===== src/rtl/mips_mem_sequencer_pkg.sv =====
// mips_mem_pkg: shared types and constants for the MIPS memory sequencer.
//   state_e          - sequencer FSM states
//   CAUSE_*          - faultCause encodings (MIPS exception codes)
//   DEFAULT_*_BASE   - byte addresses of .text / .data word 0
package mips_mem_pkg;

  typedef enum logic [2:0] {
    ST_FETCH  = 3'd0,
    ST_LATCH  = 3'd1,
    ST_EXEC   = 3'd2,
    ST_DWAIT  = 3'd3,
    ST_COMMIT = 3'd4
  } state_e;

  localparam logic [4:0] CAUSE_NONE = 5'd0;
  localparam logic [4:0] CAUSE_ADEL = 5'd4;
  localparam logic [4:0] CAUSE_ADES = 5'd5;

  localparam logic [31:0] DEFAULT_TEXT_BASE = 32'h0040_0000;
  localparam logic [31:0] DEFAULT_DATA_BASE = 32'h1001_0000;

endpackage


===== src/rtl/mips_mem_sequencer_if.sv =====
// mips_mem_sequencer_if: datapath, loader and memory signals of the sequencer.
//   datapath : insMemAddress/insMemRead -> insReadValue,
//              dataMemAddress/dataMemRead/dataMemWrite/dataWriteValue -> dataReadValue,
//              advance/fault/faultCause commit strobes
//   loader   : ldValid/ldAddr/ldData -> ldReady
//   memory   : memEn/memWe/memAddr/memWdata -> memRdata (one-cycle read latency)
// slave = sequencer side, master = datapath/loader/memory side.
interface mips_mem_sequencer_if #(
  parameter int MEM_AW = 11
);
  logic [31:0]       insMemAddress;
  logic              insMemRead;
  logic [31:0]       insReadValue;
  logic [31:0]       dataMemAddress;
  logic              dataMemRead;
  logic              dataMemWrite;
  logic [31:0]       dataWriteValue;
  logic [31:0]       dataReadValue;
  logic              advance;
  logic              fault;
  logic [4:0]        faultCause;
  logic              ldValid;
  logic [MEM_AW-1:0] ldAddr;
  logic [31:0]       ldData;
  logic              ldReady;
  logic              memEn;
  logic              memWe;
  logic [MEM_AW-1:0] memAddr;
  logic [31:0]       memWdata;
  logic [31:0]       memRdata;

  modport slave (
    input  insMemAddress, insMemRead, dataMemAddress, dataMemRead, dataMemWrite,
           dataWriteValue, ldValid, ldAddr, ldData, memRdata,
    output insReadValue, dataReadValue, advance, fault, faultCause, ldReady,
           memEn, memWe, memAddr, memWdata
  );

  modport master (
    output insMemAddress, insMemRead, dataMemAddress, dataMemRead, dataMemWrite,
           dataWriteValue, ldValid, ldAddr, ldData, memRdata,
    input  insReadValue, dataReadValue, advance, fault, faultCause, ldReady,
           memEn, memWe, memAddr, memWdata
  );
endinterface


===== src/rtl/mips_mem_sequencer_addr_decode.sv =====
// mips_addr_decode: maps a byte address into a memory word index for one region.
//   addr_i       - byte address to decode
//   base_i       - byte address of region word 0
//   words_i      - region size in words
//   word_index_o - physical memory word index (region word + OFFSET)
//   legal_o      - word aligned and inside the region
module mips_addr_decode #(
  parameter int AW     = 11,
  parameter int OFFSET = 0
) (
  input  logic [31:0]   addr_i,
  input  logic [31:0]   base_i,
  input  logic [31:0]   words_i,
  output logic [AW-1:0] word_index_o,
  output logic          legal_o
);
  logic [31:0] byte_off;
  logic [31:0] word_off;

  // Unsigned wrap makes below-base addresses huge, so they fail the range test.
  assign byte_off     = addr_i - base_i;
  assign word_off     = {2'b00, byte_off[31:2]};
  assign legal_o      = (byte_off[1:0] == 2'b00) && (word_off < words_i);
  assign word_index_o = AW'(word_off + 32'(OFFSET));
endmodule


===== src/rtl/mips_mem_sequencer.sv =====
// mips_mem_sequencer: shares one single-port synchronous memory between
// instruction fetch, data load/store and a boot loader, and strobes advance
// once per instruction so the single-cycle datapath commits exactly once.
//   clock  - single clock, rising edge
//   resetN - asynchronous active-low reset
//   bus    - datapath, loader and memory signals (slave view)
// State table:
//   FETCH  | idle / loader grant / issue instruction read
//   LATCH  | capture instruction from memRdata
//   EXEC   | decode and issue at most one data access
//   DWAIT  | capture load data from memRdata
//   COMMIT | advance strobe, report latched fault
module mips_mem_sequencer
  import mips_mem_pkg::*;
#(
  parameter logic [31:0] TEXT_BASE  = DEFAULT_TEXT_BASE,
  parameter logic [31:0] DATA_BASE  = DEFAULT_DATA_BASE,
  parameter int          TEXT_WORDS = 1024,
  parameter int          DATA_WORDS = 1024,
  parameter int          MEM_AW     = 11
) (
  input logic                 clock,
  input logic                 resetN,
  mips_mem_sequencer_if.slave bus
);
  state_e            state_q;
  logic [31:0]       ins_q;
  logic [31:0]       dat_q;
  logic              fault_q;
  logic [4:0]        cause_q;

  logic [MEM_AW-1:0] text_idx;
  logic [MEM_AW-1:0] data_idx;
  logic              text_legal;
  logic              data_legal;

  logic              mem_en;
  logic              mem_we;
  logic [MEM_AW-1:0] mem_addr;
  logic [31:0]       mem_wdata;
  logic              ld_ready;
  logic              commit;

  mips_addr_decode #(.AW(MEM_AW), .OFFSET(0)) u_text_dec (
    .addr_i       (bus.insMemAddress),
    .base_i       (TEXT_BASE),
    .words_i      (32'(TEXT_WORDS)),
    .word_index_o (text_idx),
    .legal_o      (text_legal)
  );

  // Data words sit directly above the text words in the unified memory.
  mips_addr_decode #(.AW(MEM_AW), .OFFSET(TEXT_WORDS)) u_data_dec (
    .addr_i       (bus.dataMemAddress),
    .base_i       (DATA_BASE),
    .words_i      (32'(DATA_WORDS)),
    .word_index_o (data_idx),
    .legal_o      (data_legal)
  );

  always_ff @(posedge clock or negedge resetN) begin
    if (!resetN) begin
      state_q <= ST_FETCH;
      ins_q   <= '0;
      dat_q   <= '0;
      fault_q <= 1'b0;
      cause_q <= CAUSE_NONE;
    end else begin
      case (state_q)
        ST_FETCH: begin
          // Loader has priority; fetch waits until ldValid drops.
          if (!bus.ldValid && bus.insMemRead) begin
            if (text_legal) begin
              state_q <= ST_LATCH;
            end else begin
              fault_q <= 1'b1;
              cause_q <= CAUSE_ADEL;
              state_q <= ST_COMMIT;
            end
          end
        end
        ST_LATCH: begin
          ins_q   <= bus.memRdata;
          state_q <= ST_EXEC;
        end
        ST_EXEC: begin
          if (bus.dataMemWrite) begin
            if (!data_legal) begin
              fault_q <= 1'b1;
              cause_q <= CAUSE_ADES;
            end
            state_q <= ST_COMMIT;
          end else if (bus.dataMemRead) begin
            if (data_legal) begin
              state_q <= ST_DWAIT;
            end else begin
              fault_q <= 1'b1;
              cause_q <= CAUSE_ADEL;
              state_q <= ST_COMMIT;
            end
          end else begin
            state_q <= ST_COMMIT;
          end
        end
        ST_DWAIT: begin
          dat_q   <= bus.memRdata;
          state_q <= ST_COMMIT;
        end
        ST_COMMIT: begin
          fault_q <= 1'b0;
          cause_q <= CAUSE_NONE;
          state_q <= ST_FETCH;
        end
        default: state_q <= ST_FETCH;
      endcase
    end
  end

  always_comb begin
    mem_en    = 1'b0;
    mem_we    = 1'b0;
    mem_addr  = '0;
    mem_wdata = '0;
    ld_ready  = 1'b0;
    case (state_q)
      ST_FETCH: begin
        if (bus.ldValid) begin
          ld_ready  = 1'b1;
          mem_en    = 1'b1;
          mem_we    = 1'b1;
          mem_addr  = bus.ldAddr;
          mem_wdata = bus.ldData;
        end else if (bus.insMemRead && text_legal) begin
          mem_en   = 1'b1;
          mem_addr = text_idx;
        end
      end
      ST_EXEC: begin
        if (bus.dataMemWrite) begin
          if (data_legal) begin
            mem_en    = 1'b1;
            mem_we    = 1'b1;
            mem_addr  = data_idx;
            mem_wdata = bus.dataWriteValue;
          end
        end else if (bus.dataMemRead && data_legal) begin
          mem_en   = 1'b1;
          mem_addr = data_idx;
        end
      end
      default: ;
    endcase
  end

  assign commit = (state_q == ST_COMMIT);

  assign bus.memEn         = mem_en;
  assign bus.memWe         = mem_we;
  assign bus.memAddr       = mem_addr;
  assign bus.memWdata      = mem_wdata;
  assign bus.ldReady       = ld_ready;
  assign bus.insReadValue  = ins_q;
  assign bus.dataReadValue = dat_q;
  assign bus.advance       = commit;
  assign bus.fault         = commit & fault_q;
  assign bus.faultCause    = commit ? cause_q : CAUSE_NONE;
endmodule


===== src/flat_wrapper.sv =====
// flat-port wrapper written by rule: the top's interface ports become plain ports
module mips_mem_sequencer_flat import mips_mem_pkg::*;
#(
  parameter logic [31:0] TEXT_BASE  = DEFAULT_TEXT_BASE,
  parameter logic [31:0] DATA_BASE  = DEFAULT_DATA_BASE,
  parameter int          TEXT_WORDS = 1024,
  parameter int          DATA_WORDS = 1024,
  parameter int          MEM_AW     = 11
)
  (clock, resetN, bus_insMemAddress, bus_insMemRead, bus_dataMemAddress, bus_dataMemRead, bus_dataMemWrite, bus_dataWriteValue, bus_ldValid, bus_ldAddr, bus_ldData, bus_memRdata, bus_insReadValue, bus_dataReadValue, bus_advance, bus_fault, bus_faultCause, bus_ldReady, bus_memEn, bus_memWe, bus_memAddr, bus_memWdata);
  mips_mem_sequencer_if #(.MEM_AW(MEM_AW)) bus_i ();
  input logic clock;
  input logic resetN;
  input wire logic [$bits(bus_i.insMemAddress)-1:0] bus_insMemAddress;
  input wire logic [$bits(bus_i.insMemRead)-1:0] bus_insMemRead;
  input wire logic [$bits(bus_i.dataMemAddress)-1:0] bus_dataMemAddress;
  input wire logic [$bits(bus_i.dataMemRead)-1:0] bus_dataMemRead;
  input wire logic [$bits(bus_i.dataMemWrite)-1:0] bus_dataMemWrite;
  input wire logic [$bits(bus_i.dataWriteValue)-1:0] bus_dataWriteValue;
  input wire logic [$bits(bus_i.ldValid)-1:0] bus_ldValid;
  input wire logic [$bits(bus_i.ldAddr)-1:0] bus_ldAddr;
  input wire logic [$bits(bus_i.ldData)-1:0] bus_ldData;
  input wire logic [$bits(bus_i.memRdata)-1:0] bus_memRdata;
  output wire logic [$bits(bus_i.insReadValue)-1:0] bus_insReadValue;
  output wire logic [$bits(bus_i.dataReadValue)-1:0] bus_dataReadValue;
  output wire logic [$bits(bus_i.advance)-1:0] bus_advance;
  output wire logic [$bits(bus_i.fault)-1:0] bus_fault;
  output wire logic [$bits(bus_i.faultCause)-1:0] bus_faultCause;
  output wire logic [$bits(bus_i.ldReady)-1:0] bus_ldReady;
  output wire logic [$bits(bus_i.memEn)-1:0] bus_memEn;
  output wire logic [$bits(bus_i.memWe)-1:0] bus_memWe;
  output wire logic [$bits(bus_i.memAddr)-1:0] bus_memAddr;
  output wire logic [$bits(bus_i.memWdata)-1:0] bus_memWdata;
  assign bus_i.insMemAddress = bus_insMemAddress;
  assign bus_i.insMemRead = bus_insMemRead;
  assign bus_i.dataMemAddress = bus_dataMemAddress;
  assign bus_i.dataMemRead = bus_dataMemRead;
  assign bus_i.dataMemWrite = bus_dataMemWrite;
  assign bus_i.dataWriteValue = bus_dataWriteValue;
  assign bus_i.ldValid = bus_ldValid;
  assign bus_i.ldAddr = bus_ldAddr;
  assign bus_i.ldData = bus_ldData;
  assign bus_i.memRdata = bus_memRdata;
  assign bus_insReadValue = bus_i.insReadValue;
  assign bus_dataReadValue = bus_i.dataReadValue;
  assign bus_advance = bus_i.advance;
  assign bus_fault = bus_i.fault;
  assign bus_faultCause = bus_i.faultCause;
  assign bus_ldReady = bus_i.ldReady;
  assign bus_memEn = bus_i.memEn;
  assign bus_memWe = bus_i.memWe;
  assign bus_memAddr = bus_i.memAddr;
  assign bus_memWdata = bus_i.memWdata;
  mips_mem_sequencer #(.TEXT_BASE(TEXT_BASE), .DATA_BASE(DATA_BASE), .TEXT_WORDS(TEXT_WORDS), .DATA_WORDS(DATA_WORDS), .MEM_AW(MEM_AW)) u_core (.clock(clock), .resetN(resetN), .bus(bus_i));
endmodule

===== config.mk =====
export PLATFORM = sky130hd
export DESIGN_NAME = mips_mem_sequencer_flat
export DESIGN_NICKNAME = d
export VERILOG_FILES = /design/src/rtl/mips_mem_sequencer_pkg.sv /design/src/rtl/mips_mem_sequencer_if.sv /design/src/rtl/mips_mem_sequencer_addr_decode.sv /design/src/rtl/mips_mem_sequencer.sv /design/src/flat_wrapper.sv
export SDC_FILE = /design/constraint.sdc
export NUM_CORES = 1
export LEC_CHECK = 0
export CAP_MARGIN = 15
export CORE_MARGIN = 2
export CORE_UTILIZATION = 30
export DETAILED_ROUTE_END_ITERATION = 8
export PLACE_DENSITY = 0.62
export SYNTH_ARGS = -nofsm -noshare
export SYNTH_HDL_FRONTEND = slang
export SYNTH_HIERARCHICAL = 1
export SYNTH_SLANG_ARGS = --single-unit

===== constraint.sdc =====
create_clock -name clock -period 5.9 [get_ports clock]
set_clock_uncertainty 0.2 [all_clocks]
set_input_delay 0.885 -clock clock [delete_from_list [all_inputs] [get_ports clock]]
set_output_delay 0.885 -clock clock [all_outputs]
set_load 0.02 [all_outputs]

# Yosys cells after proc, flatten, opt, wreduce, memory -nomap -nowiden
# Index checks and enable logic that the tools add are counted.
# Widths: inputs -> output; s select.
[classes] reduce_logical=12 magnitude_cmp=2 n_eq_ne=8 bitwise_logic=1 addsub=3 muxes=40
[ops] cell="$mux 32" n=3
[ops] cell="$pmux 32 s2" n=1
[ops] cell="$lt 30x11->1 const B" n=2
[ops] cell="$mux 11" n=5
[ops] cell="$mux 5" n=7
[ops] cell="$sub 32x23->32 const B" n=1
[ops] cell="$sub 32x29->32 const B" n=1
[ops] cell="$pmux 11 s2" n=1
[ops] cell="$mux 3" n=5
[ops] cell="$pmux 5 s3" n=1
[ops] cell="$mux 1" n=13
[ops] cell="$pmux 3 s4" n=1
[ops] cell="$add 11x11->11 const B" n=1
[ops] cell="$eq 3x2->1 const B" n=2
[ops] cell="$logic_and 1x1->1" n=5
[ops] cell="$reduce_and 5->1" n=1
[ops] cell="$logic_not 2->1" n=2
[ops] cell="$ne 2x2->1 const B" n=2
[ops] cell="$pmux 1 s2" n=2
[ops] cell="$reduce_and 4->1" n=1
[ops] cell="$eq 3x1->1 const B" n=1
[ops] cell="$eq 3x3->1 const B" n=1
[ops] cell="$logic_not 3->1" n=1
[ops] cell="$ne 3x3->1 const B" n=1
[ops] cell="other kinds (5)" n=5
[word_totals] reg_bits=73 input_bits=177 elab_cells=71 output_inout_bits=117

# Depth between registers and ports, before layout
[depth] word_depth=7 mapped_depth=24 mapped_depth_nobuf=23

# Cells and area by module
# Netlist, hierarchy kept.
[by_module_without_submodules] module="mips_mem_sequencer" seq_area_each_um2=1751.7 area_per_inst_um2=3318.2 cells_each=250 n_inst=1
[by_module_without_submodules] module="mips_addr_decode at u_core.u_text_dec" seq_area_each_um2=0.0 area_per_inst_um2=2601.2 cells_each=386 n_inst=1
[by_module_without_submodules] module="mips_addr_decode at u_core.u_data_dec" seq_area_each_um2=0.0 area_per_inst_um2=2521.2 cells_each=366 n_inst=1

# Worst setup path before layout
# No wires, ideal clock.
[synth_path] path_type="input to output" from="input bus_dataMemAddress[1]" to="output bus_memWdata[10]" required_time_ns=4.815 arrival_ns=4.785 slack_ns=0.030 cell_stages=21 n_path_buf=1 path_cell_list="ha_1 > nor2b_1 > o2111a_2 > o41ai_4 > a31oi_2 > o31ai_2 > and2_4 > o21ai_2 > xor2_1 > ha_1 > a21o_1 > a21o_1 > a21oi_1 > nor2_1 > a211oi_1 > o311ai_0 > a21oi_1 > nand4bb_1 > nor2_2 > buf_2 > a22o_1"
[synth_between] elab_chain_cells=6 elab_cells_between_ends=7 classes_between="add/sub (1); order compare (1); mux (3); reduce/logical (2)"
[synth_rtl] element="from (decl)" line="flat_wrapper.sv:16" rtl="input wire logic [$bits(bus_i.dataMemAddress)-1:0] bus_dataMemAddress;"
[synth_rtl] element="$sub 32x29->32 *" line="mips_mem_sequencer_addr_decode.sv:21" rtl="assign byte_off = addr_i - base_i;"
[synth_rtl] element="$lt 30x11->1 or $logic_not 2->1 (tied branches)" line="mips_mem_sequencer_addr_decode.sv:23" rtl="assign legal_o = (byte_off[1:0] == 2'b00) && (word_off < words_i);"
[synth_rtl] element="$logic_and 1x1->1 *" line="mips_mem_sequencer_addr_decode.sv:23"
[synth_rtl] element="net u_core.data_legal" line="mips_mem_sequencer.sv:35" rtl="logic data_legal;"
[synth_rtl] element="$mux 32 *" line="mips_mem_sequencer.sv:140" rtl="if (data_legal) begin"
[synth_rtl] element="$mux 32 *" line="mips_mem_sequencer.sv:139" rtl="if (bus.dataMemWrite) begin"
[synth_rtl] element="$pmux 32 s2 *" line="mips_mem_sequencer.sv:125" rtl="case (state_q)"
[synth_rtl] element="to (decl)" line="flat_wrapper.sv:33" rtl="output wire logic [$bits(bus_i.memWdata)-1:0] bus_memWdata;"
# Mark *: on every way through the listed nets, which the timed path passes. The rest lies on a longest branch.

# Worst setup path after layout
[layout_path] from="input bus_dataMemAddress[1]" to="output bus_memWdata[19]"
# The elaborated chain is that of the path after synthesis.

==> summary.txt <==
STA
  – Final setup viols: 45
  – Fin. max-slew vios: 0
  – Max Clock Freq: about 160 MHz
  – Setup ws final: -0.2791 ns
  – Final hold vios: 0
  – RSZ-0062 raised after global routing: true
  – Crit share post-route: 104.7%
  – Max_slew headroom: about two fifths
  – Worst-margin pin slew: approximately 0.9 ns
  – Final min period: slightly above 6 ns
  – Hold slack: between 0.2 and 0.3 ns

Placement
  – DP HPWL: 24.91 mm
  – Placement Setup Slack: -1.294 ns
  – Port Buf Inserts: 290
  – Dpl cell area: between 10,000 and 15,000 sq um
  – GP Congestion: a little under 0.9

Route
  – Initial DRC Count: a little over 400
  – Via density: 4.646
  – Antenna Nets Post-Route: 0
  – Drt wl/cell: approximately 16 microns
  – Total Wirelength: roughly 32 mm
  – Pre-antenna DRT Iters: 5
  – Post-route DRC: 0
  – Vias: between 9,000 and 10,000

Critical path
  – Reg2reg path depth: 3
  – CP max FO: 4
  – Reg-to-Reg Start: u_core/state_q[0]
  – Reg2reg end: u_core/bus.insReadValue[25]
  – Register-to-register path setup slack: 3.97 ns
  – Worst setup path end: bus_memWdata[19]
  – WP data required: roughly 4.8 ns
  – Setup crit start: bus_dataMemAddress[1]
  – Worst Setup End Kind: primary output
  – Critical path launch point type: primary input
  – CP Data Arrival Time: slightly above 5 ns
  – Crit Path Category: primary input to primary output

Die
  – Core area: between 20,000 and 30,000 sq um
  – Num rows: 61
  – Die area: roughly 29,000 sq um
  – Starting density of the core: between 30 and 40%
  – Die height: 171.7 microns
  – Die X: 171.7 microns
  – I/O pin cnt: 294

GRT
  – Total grt overflow: 0
  – First-pass GRT wire length: between 40 and 50 mm
  – Vias in the first global route: between 9,000 and 10,000
  – Tot GR Track Use: a little over a fifth
  – Largest net degree at the start of global routing: 71
  – Initial antenna violation count: 0

Cells and area
  – Design Area, Final: ~16,000 sq um
  – Most frequent cells in the layout: buf_4 (249), clkdlybuf4s50_1 (212), inv_1 (155)
  – Layout Utilization: 55.97%
  – Diode count: 0
  – Most common cell after layout, fill and taps aside: buf_4
  – Nets: 1,971
  – Share of layout cells above drive strength 1: around a third
  – Area Overhead vs Synth: 83.72%
  – Filler cells: 2,515

CTS
  – # H-tree levels: 3
  – Clock root cell: clkbuf_16
  – Clock-pin transition on the worst setup and hold timing paths: 0.06 ns
  – Cts hold-fix bufs: 0
  – CTS tree: yes
  – Worst-skew pair later-pin latency: roughly 0.32 ns
  – Clk sinks: 70
  – CTS Buffer Depth: 2
  – Num CTS Buffers: 9

Logic synthesis
  – Synthesized area per cell: about 8.4 sq um
  – Post-synth EDFFs: 0
  – Synth async-reset ratio: 100.0%
  – Compound-Gate Fraction of Synth Area: between 20 and 30%
  – Simple-gate share of the synthesized area: a little under an eighth
  – Ys Warns: 6
  – #FFs+latches synth: 70
  – Top_reg_cell synth: dfrtp_1
  – Largest family of logic cells by synthesized area: compound AO/OA/AOI/OAI gates
  – Adder and majority cell fraction of the synthesized area: a little under a fifth
  – Post-synthesis xor/xnor area fraction: under 10%
  – Syn Std Cell Area: about 8400 sq um
  – Post-synthesis mux area share: 8.672%
  – Sequential share of the synthesized area: roughly a fifth
  – Syn Inst Count: 1,002
  – Synth cell types: 81

Outcome
  – Violated checks: setup timing
  – Outcome: complete, but fails checks

Flow run
  – Maxcap violations: 0

Power and ir drop
  – Leakage power: 0.007030 uW
  – Worst VDD drop: roughly 0.00015 V
  – Final Total Pwr: just over 4000 uW
  – Pwr Density: between 200 and 300 nW/um^2

Worst hold path
  – Min-delay worst type: flip-flop to flip-flop
==> worst min-delay path by stage <==
stage | slack (ns) | endpoint | startpoint | depth (start not counted)
floorplan | 0.26 | u_core/cause_q[2] | u_core/cause_q[2] | 1
global placement | 0.27 | u_core/fault_q | u_core/fault_q | 1
detailed placement | 0.27 | u_core/fault_q | u_core/fault_q | 1
CTS | 0.29 | u_core/fault_q | u_core/fault_q | 1
global route | 0.29 | u_core/fault_q | u_core/fault_q | 1
finish | 0.28 | u_core/fault_q | u_core/fault_q | 1
==> Yosys cell counts (all sizes together), types with 8 or more instances <==
master	count	area share [%]
a211oi	10	0.89
a21o	37	3.3
a21oi	83	5.1
a222oi	11	1.3
a22o	32	3.3
a31oi	8	0.74
and3	10	0.76
buf	26	2.1
dfrtp	70	21
ha	120	18
inv	155	6.9
mux2	65	8.7
nand2	57	2.6
nand4	16	1.2
nor2	55	2.5
nor3	11	0.79
o21a	13	1.2
o21ai	45	2.7
o21bai	10	0.89
xnor2	38	3.9
xor2	19	2.0
==> per-stage QoR <==
step / TNS, ns / std cells
global route: -19.95 / 2055
detailed placement: -56.22 / 1995
global placement: -52.04 / 1995
floorplan: 0 / 1134
finish: -8.532 / 2055
CTS: -7.925 / 2051
==> metal layers <==
| layer | vias up | part of all wire, % | GRT usage, % |
|---|---|---|---|
| met5 | - | 0 | 0 |
| met4 | 0 | 2.8 | 5.919 |
| met3 | 46 | 6.2 | 2.968 |
| met2 | 294 | 49 | 38.22 |
| met1 | 4407 | 42 | 25.16 |
| li1 | 4801 | - | - |
==> worst max-delay path, stage by stage <==
cell and delay (ns):
buf_8 0.07, ha_4 0.18, nor2b_4 0.12, o2111a_2 0.29, o41ai_4 0.43, a31oi_4 0.15, o31ai_2 0.23, and2_4 0.19
o21ai_2 0.05, xor2_1 0.17, ha_1 0.26, a21o_1 0.16, a21o_1 0.16, a21oi_2 0.11, nor2_1 0.05, a211oi_2 0.17
o311ai_2 0.13, a21oi_2 0.16, nand4bb_1 0.17, buf_4 0.19, nor2_4 0.12, buf_6 0.16, buf_16 0.12, buf_6 0.08
a22o_1 0.16, buf_6 0.13
==> timing repair <==
action,4_1_cts,5_1_grt
pin swaps,169,22
gates resized for setup,507,14
endpoints found under the setup margin,45,45
endpoints found under the hold margin,0,0
cloned,6,0
buffers inserted,36,6
==> flip-flops by register name (all words and copies together), names as in the netlist <==
name and flops:
u_core/state_q 3, u_core/bus.dataReadValue 32, u_core/cause_q 2, u_core/fault_q 1, u_core/bus.insReadValue 32
==> report_power, final <==
group,switching (uW),total [uW],internal (uW)
logic,1310,2760,1460
registers,125,844,719
clock network,204,545,341
==> final cells by class <==
type / instances / area, sq um / share of cell area (%)
Clock buffer: 10 / 239.0 / 1.541
Sequential cell: 70 / 1752 / 11.30
Clock inverter: 6 / 68.82 / 0.4438
Inverter: 155 / 581.8 / 3.752
Tap cell: 378 / 473.0 / 3.050
Timing Repair Buffer: 560 / 5101 / 32.89
Multi-Input combinational cell: 876 / 7292 / 47.02
==> kinds of logic after synthesis <==
group | Yosys count
compound gates | 300
flops | 70
fa+ha+maj | 122
xor+xnor | 57
buf+inv | 188
simple gates | 198
other cells | 2
mux | 65
Note: power is estimated with default switching activity, not from simulation.
